===== config.mk =====
export PLATFORM = sky130hd
export DESIGN_NAME = multicycle_datapath
export DESIGN_NICKNAME = d
export VERILOG_FILES = /design/src/rtl/multicycle_datapath.sv
export SDC_FILE = /design/constraint.sdc
export NUM_CORES = 2
export LEC_CHECK = 0
export ABC_AREA = 0
export ABC_CLOCK_PERIOD_IN_PS = 7000
export BUFFER_PORTS_ARGS = -buffer_cell sky130_fd_sc_hd__buf_2
export CORE_MARGIN = 10
export CORE_UTILIZATION = 40
export DETAILED_ROUTE_END_ITERATION = 10
export GPL_TIMING_DRIVEN = 0
export MAX_ROUTING_LAYER = met4
export PLACE_DENSITY = 0.58
export SKIP_LAST_GASP = 1
export SLEW_MARGIN = 5
export SYNTH_ARGS = -nofsm -noshare
export SYNTH_HDL_FRONTEND = slang
export SYNTH_SLANG_ARGS = --single-unit

===== constraint.sdc =====
create_clock -name clk -period 7 [get_ports clk]
set_input_delay 1.4 -clock clk [delete_from_list [all_inputs] [get_ports clk]]
set_output_delay 1.4 -clock clk [all_outputs]
set_load 0.02 [all_outputs]

===== src/rtl/multicycle_datapath.sv =====
// Multi-cycle RV32-style datapath with FETCH/DECODE/EXEC/MEM/WB sequencer.
// Instruction and data ports use req/ack handshakes with arbitrary wait states.
module multicycle_datapath #(
    parameter int XLEN = 32,
    parameter int NREGS = 32,
    parameter logic [XLEN-1:0] RESET_PC = '0
) (
    input  logic            clk,
    input  logic            rst,
    output logic            imem_req,
    output logic [XLEN-1:0] imem_addr,
    input  logic            imem_ack,
    input  logic [31:0]     imem_rdata,
    output logic            dmem_req,
    output logic            dmem_we,
    output logic [XLEN-1:0] dmem_addr,
    output logic [XLEN-1:0] Data_out,
    input  logic            dmem_ack,
    input  logic [XLEN-1:0] Data_in,
    output logic [31:0]     inst_out,
    input  logic [3:0]      ALU_Control,
    input  logic [2:0]      ImmSel,
    input  logic [1:0]      MemtoReg,
    input  logic            ALUSrc_B,
    input  logic [1:0]      Jump,
    input  logic            Branch,
    input  logic            BranchN,
    input  logic            RegWrite,
    input  logic            MemRW,
    input  logic            MemRead,
    output logic [XLEN-1:0] PC_out,
    output logic [XLEN-1:0] ALU_out,
    output logic [2:0]      state_out,
    output logic            retire
);
    localparam int AW = $clog2(NREGS);
    localparam int SW = $clog2(XLEN);

    typedef enum logic [2:0] {
        S_FETCH  = 3'd0,
        S_DECODE = 3'd1,
        S_EXEC   = 3'd2,
        S_MEM    = 3'd3,
        S_WB     = 3'd4
    } state_t;

    state_t          state_q, state_d;
    logic [XLEN-1:0] pc_q, a_q, b_q, alu_q, mdr_q;
    logic [31:0]     ir_q;
    logic            zero_q;
    logic [XLEN-1:0] rf_q [NREGS];

    logic            ir_we, ab_we, alu_we, mdr_we, pc_we, rf_we;
    logic [AW-1:0]   rs1, rs2, rd;
    logic [XLEN-1:0] rs1_data, rs2_data;
    logic [31:0]     imm32;
    logic [XLEN-1:0] imm, op_b, alu_res, alu_v;
    logic [XLEN-1:0] pc_plus4, pc_imm, next_pc, wb_data;
    logic            zero_c, zero, taken;

    assign rs1 = ir_q[15 +: AW];
    assign rs2 = ir_q[20 +: AW];
    assign rd  = ir_q[7 +: AW];
    assign rs1_data = (rs1 == '0) ? '0 : rf_q[rs1];
    assign rs2_data = (rs2 == '0) ? '0 : rf_q[rs2];

    // ImmSel: 0 I, 1 S, 2 B, 3 J, 4 U
    always_comb begin
        imm32 = '0;
        case (ImmSel)
            3'd0: imm32 = {{20{ir_q[31]}}, ir_q[31:20]};
            3'd1: imm32 = {{20{ir_q[31]}}, ir_q[31:25], ir_q[11:7]};
            3'd2: imm32 = {{19{ir_q[31]}}, ir_q[31], ir_q[7],
                           ir_q[30:25], ir_q[11:8], 1'b0};
            3'd3: imm32 = {{11{ir_q[31]}}, ir_q[31], ir_q[19:12],
                           ir_q[20], ir_q[30:21], 1'b0};
            3'd4: imm32 = {ir_q[31:12], 12'b0};
            default: imm32 = '0;
        endcase
    end
    assign imm  = XLEN'($signed(imm32));
    assign op_b = ALUSrc_B ? imm : b_q;

    // ALU_Control = {funct7[5], funct3}
    always_comb begin
        alu_res = a_q + op_b;
        case (ALU_Control)
            4'b1000: alu_res = a_q - op_b;
            4'b0001: alu_res = a_q << op_b[SW-1:0];
            4'b0010: alu_res = XLEN'($signed(a_q) < $signed(op_b));
            4'b0011: alu_res = XLEN'(a_q < op_b);
            4'b0100: alu_res = a_q ^ op_b;
            4'b0101: alu_res = a_q >> op_b[SW-1:0];
            4'b1101: alu_res = $signed(a_q) >>> op_b[SW-1:0];
            4'b0110: alu_res = a_q | op_b;
            4'b0111: alu_res = a_q & op_b;
            default: alu_res = a_q + op_b;
        endcase
    end
    assign zero_c = (alu_res == '0);

    // EXEC retires before ALUOut/zero are registered, so it uses the live values
    assign zero  = (state_q == S_EXEC) ? zero_c : zero_q;
    assign alu_v = (state_q == S_EXEC) ? alu_res : alu_q;
    assign taken = (Branch & zero) | (BranchN & ~zero);
    assign pc_plus4 = pc_q + XLEN'(4);
    assign pc_imm   = pc_q + imm;

    always_comb begin
        case (Jump)
            2'd1:    next_pc = pc_imm;
            2'd2:    next_pc = {alu_v[XLEN-1:1], 1'b0};
            default: next_pc = taken ? pc_imm : pc_plus4;
        endcase
    end

    always_comb begin
        case (MemtoReg)
            2'd1:    wb_data = mdr_q;
            2'd2:    wb_data = pc_plus4;
            2'd3:    wb_data = imm;
            default: wb_data = alu_q;
        endcase
    end

    always_comb begin
        state_d  = state_q;
        imem_req = 1'b0;
        dmem_req = 1'b0;
        dmem_we  = 1'b0;
        retire   = 1'b0;
        ir_we    = 1'b0;
        ab_we    = 1'b0;
        alu_we   = 1'b0;
        mdr_we   = 1'b0;
        pc_we    = 1'b0;
        rf_we    = 1'b0;
        if (!rst) begin
            case (state_q)
                S_FETCH: begin
                    imem_req = 1'b1;
                    if (imem_ack) begin
                        ir_we   = 1'b1;
                        state_d = S_DECODE;
                    end
                end
                S_DECODE: begin
                    ab_we   = 1'b1;
                    state_d = S_EXEC;
                end
                S_EXEC: begin
                    alu_we = 1'b1;
                    if (MemRead | MemRW) begin
                        state_d = S_MEM;
                    end else if (RegWrite) begin
                        state_d = S_WB;
                    end else begin
                        pc_we   = 1'b1;
                        retire  = 1'b1;
                        state_d = S_FETCH;
                    end
                end
                S_MEM: begin
                    dmem_req = 1'b1;
                    dmem_we  = MemRW;
                    if (dmem_ack) begin
                        if (MemRW) begin
                            pc_we   = 1'b1;
                            retire  = 1'b1;
                            state_d = S_FETCH;
                        end else begin
                            mdr_we  = 1'b1;
                            state_d = S_WB;
                        end
                    end
                end
                S_WB: begin
                    rf_we   = (rd != '0);
                    pc_we   = 1'b1;
                    retire  = 1'b1;
                    state_d = S_FETCH;
                end
                default: state_d = S_FETCH;
            endcase
        end
    end

    always_ff @(posedge clk) begin
        if (rst) begin
            state_q <= S_FETCH;
            pc_q    <= RESET_PC;
            ir_q    <= '0;
            a_q     <= '0;
            b_q     <= '0;
            alu_q   <= '0;
            mdr_q   <= '0;
            zero_q  <= 1'b0;
            for (int i = 0; i < NREGS; i++) rf_q[i] <= '0;
        end else begin
            state_q <= state_d;
            if (ir_we) ir_q <= imem_rdata;
            if (ab_we) begin
                a_q <= rs1_data;
                b_q <= rs2_data;
            end
            if (alu_we) begin
                alu_q  <= alu_res;
                zero_q <= zero_c;
            end
            if (mdr_we) mdr_q <= Data_in;
            if (pc_we) pc_q <= next_pc;
            if (rf_we) rf_q[rd] <= wb_data;
        end
    end

    assign imem_addr = pc_q;
    assign dmem_addr = alu_q;
    assign Data_out  = b_q;
    assign inst_out  = ir_q;
    assign PC_out    = pc_q;
    assign ALU_out   = alu_q;
    assign state_out = state_q;
endmodule


==> results by group <==
Clocking
  – Clock tree buffer depth: 3
  – Maximum level of the CTS H-tree: 4
  – Total CTS buffers: 136
  – Clock Latency Late Sink: 810 ps
  – # clock sinks: 1230
  – CTS clk-pin slew, worst paths: 60 ps
  – CTS root buf: clkbuf_16
  – CTS tree: yes

Status
  – Violated checks: setup timing
  – Outcome: complete, but fails checks

Logic synthesis
  – Synth Cell Area: 74200 um^2
  – Gate Count Post-Synth: 6471
  – Yosys reg bits: ~1200
  – Synth top area share: 0.415
  – Most area-consuming cells after synthesis: edfxtp_1, mux4_2, nor2_1
  – Synth Flop Type: edfxtp_1
  – Area leader, netlist: edfxtp_1
  – Syn Area/Cell: roughly 11 um^2
  – Sequential cell area fraction in the yosys report: 0.470
  – Post-synth EDFFs: 1024
  – Netlist cell types: 107
  – Async SR Flop Fraction: 0
  – Yosys warns: 0

Cells and area
  – Final net count: approximately 7200
  – Register area: between 30000 and 40000 um^2
  – Multi-input gate area: 37100 um^2
  – Layout cells sized above 1: 0.230
  – Final std cell area, no fill: 85700 um^2
  – Fillers: 16890
  – Area Overhead vs Synth: 15.5%

Route
  – Initial DRC count: 9030
  – # DRC: 0
  – Routed length per placed instance: 35.4 um
  – Final wirelength: 339000 um
  – Post-route ant nets: 0
  – Vias per Instance: around 6.4
  – First-pass detailed-route iteration total: 8
  – Vias: 61449

Place
  – Post-place setup slack: -3570 ps
  – Placement Cell Area: 79500 um^2
  – DP HPWL: 268000 um
  – Global placement routability congestion: 1.05
  – Input/output buffers: 278

Timing
  – Setup ws final: -76.4 ps
  – Max Slew Vio Count: 0
  – Worst Tran Pin Value: 1460 ps
  – Ratio of final minimum period to clock period: 1.01
  – Slew HR: 0.0276
  – Final setup fails: 12
  – Setup Skew: between 70 and 80 ps
  – Final min period: 7080 ps
  – Final Hold Slack: 457 ps
  – Max Fclk: ~0.14 GHz
  – Endpoints failing hold: 0

Hold path
  – Hold/Removal Path Class: reg2reg

Setup path
  – Crit start category: input port
  – Worst Setup End Kind: register
  – Critical Path RT: 7690 ps
  – Critical path class: in2reg
  – CP arrival: between 7000 and 8000 ps
  – CP max FO: 10

GRT
  – Total GRT Usage: 0.332
  – Initial antenna violation count: 11
  – GRT Residual Overflow: 0
  – First-pass GRT wire length: 467000 um
  – Vias in the first global route: 59502
  – Largest net degree at the start of global routing: 33

Die
  – DIE HEIGHT: around 450 um
  – Die width: between 400 and 500 um
  – I/O pins: between 200 and 300
  – Die ar.: 203000 um^2
  – Core box area: between 150000 and 200000 um^2
  – Row count: 157
  – Initial Util: 0.404

Pwr
  – Maximum VDD drop: 219 uV
  – P_leak: 29.6 nW
  – Pwr Density: 230 nW/um^2

Run
  – Max-cap violations: 0
## final timing paths
kind | start | endpoint | slack [ps] | depth (start not counted)
max | ALU_Control[0] | PC_out[2] | -80 | 20
min | inst_out[0] | inst_out[0] | 460 | 2
max reg2reg | inst_out[20] | PC_out[2] | 100 | 19
min reg2reg | inst_out[0] | inst_out[0] | 460 | 2
## power breakdown
part	internal [mW]	switching [mW]	total, mW
combinational	1.45	2.61	4.05
sequential	8.17	0.226	8.39
clock	4.03	3.19	7.22
total	13.6	6.02	19.7
## placed cells by master (no fill, tap or decap), types with 25 or more instances in the layout
master | Yosys | final
nand2b_1 | 28 | 28
xnor2_1 | 59 | 59
a21oi_2 | 0 | 32
clkbuf_16 | 0 | 139
mux4_2 | 640 | 640
nand2_1 | 405 | 373
buf_1 | 78 | 63
o22ai_1 | 27 | 27
a22oi_1 | 34 | 32
mux2i_1 | 204 | 199
nand2_2 | 2 | 33
nor2_1 | 1416 | 1410
mux2_2 | 36 | 36
buf_12 | 0 | 33
and3_1 | 26 | 25
a21oi_1 | 347 | 302
clkbuf_1 | 453 | 445
inv_1 | 156 | 156
ha_1 | 123 | 111
buf_2 | 31 | 305
clkinv_1 | 2 | 26
conb_1 | 1 | 32
o211ai_1 | 71 | 71
nor2b_1 | 32 | 26
a21o_1 | 27 | 27
dfxtp_1 | 206 | 206
o21ai_1 | 18 | 30
edfxtp_1 | 1024 | 1024
nor3_1 | 75 | 68
a211oi_1 | 59 | 53
a31oi_1 | 29 | 25
o21ai_0 | 179 | 161
nand4_1 | 25 | 25
and2_1 | 30 | 29
buf_4 | 78 | 132
nand3_1 | 114 | 114
## Yosys cell counts (all sizes together) (13+ instances only)
master / n
nand2: 408
nand3b: 20
a211oi: 59
a22oi: 34
inv: 161
o31ai: 20
nor2: 1419
a21boi: 13
nor4: 25
o221ai: 15
o21a: 23
mux2: 40
xor2: 24
o2111ai: 15
clkbuf: 453
or3: 20
and2: 30
nand3: 114
mux2i: 209
ha: 123
a31oi: 29
a21oi: 347
buf: 197
nor2b: 32
dfxtp: 206
a21o: 27
o21bai: 16
a221oi: 22
o21ai: 198
a311oi: 17
a221o: 14
and3: 26
nor3: 77
o211ai: 75
mux4: 640
o22ai: 27
nand4: 25
edfxtp: 1024
nand2b: 28
xnor2: 60
## routing by layer
layer  vias up  GRT usage  share of wire
li1      25288          -              -
met5         -          -              0
met4         0      0.176          0.069
met3       858     0.0829           0.11
met2      4146      0.504           0.45
met1     31157      0.407           0.37
## stage by stage
stage | std cells | power (mW) | setup TNS (ps) | util
after floorplan | 6502 | 10.7 | 0 | -
after global placement | 9244 | 12.2 | -157170 | 0.429
after detailed placement | 9279 | 12.3 | -129560 | 0.433
after CTS | 9557 | 19.5 | 0 | 0.463
after global routing | 9581 | 20.1 | -431 | 0.466
final | 9581 | 19.7 | -567 | 0.466
## sequential cells by signal, indices dropped and copies added (netlist names), 3 cells and up, named ones only
name and count:
Data_out 32, rf_q 1024, a_q 32, PC_out 32, inst_out 32, mdr_q 32, ALU_out 32, state_out 3
## what timing repair did
action	in CTS	in global routing
setup endpoints to repair	44	30
pin swaps	21	36
hold buffers	0	0
buffers inserted	30	25
cloned	1	0
gates resized for setup	195	148
## logic make-up (layout without fill, tap and decap cells)
logic type	count (synthesis)	count (layout)	synth area share
other	1	38	0.0000506
DFF	1230	1230	0.470
adders and majority gates	125	125	0.0212
muxes	889	889	0.229
AOI/OAI and AO/OA	1068	1068	0.0947
xor gates and xnor gates	84	84	0.0102
and+or+nand+nor	2261	2261	0.128
buffers and inverters	813	1422	0.0466
## area by class of cell
class	count	area share
Tap cell	2464	0.0360
Clock buffer	183	0.0433
Timing Repair Buffer	370	0.0294
Buffer	638	0.0360
Antenna cell	6	0.000175
Inverter	163	0.00723
Sequential cell	1230	0.407
Clock inverter	68	0.00832
Multi-Input combinational cell	4459	0.433
## worst max-delay path, cell delays in order
cell and delay [ps]:
buf_2 150, clkbuf_1 470, buf_2 410, buf_2 420, clkbuf_2 460, mux2i_1 200, a22oi_1 410, o21ai_0 270
nor4_2 640, a32oi_1 440, nand4b_1 310, nor4_2 340, nand3_1 140, or3_4 460, nand2_4 110, mux2i_4 410
buf_12 190, buf_12 110, mux2i_1 70, a221o_1 330
Note: power is estimated with default switching activity, not from simulation.
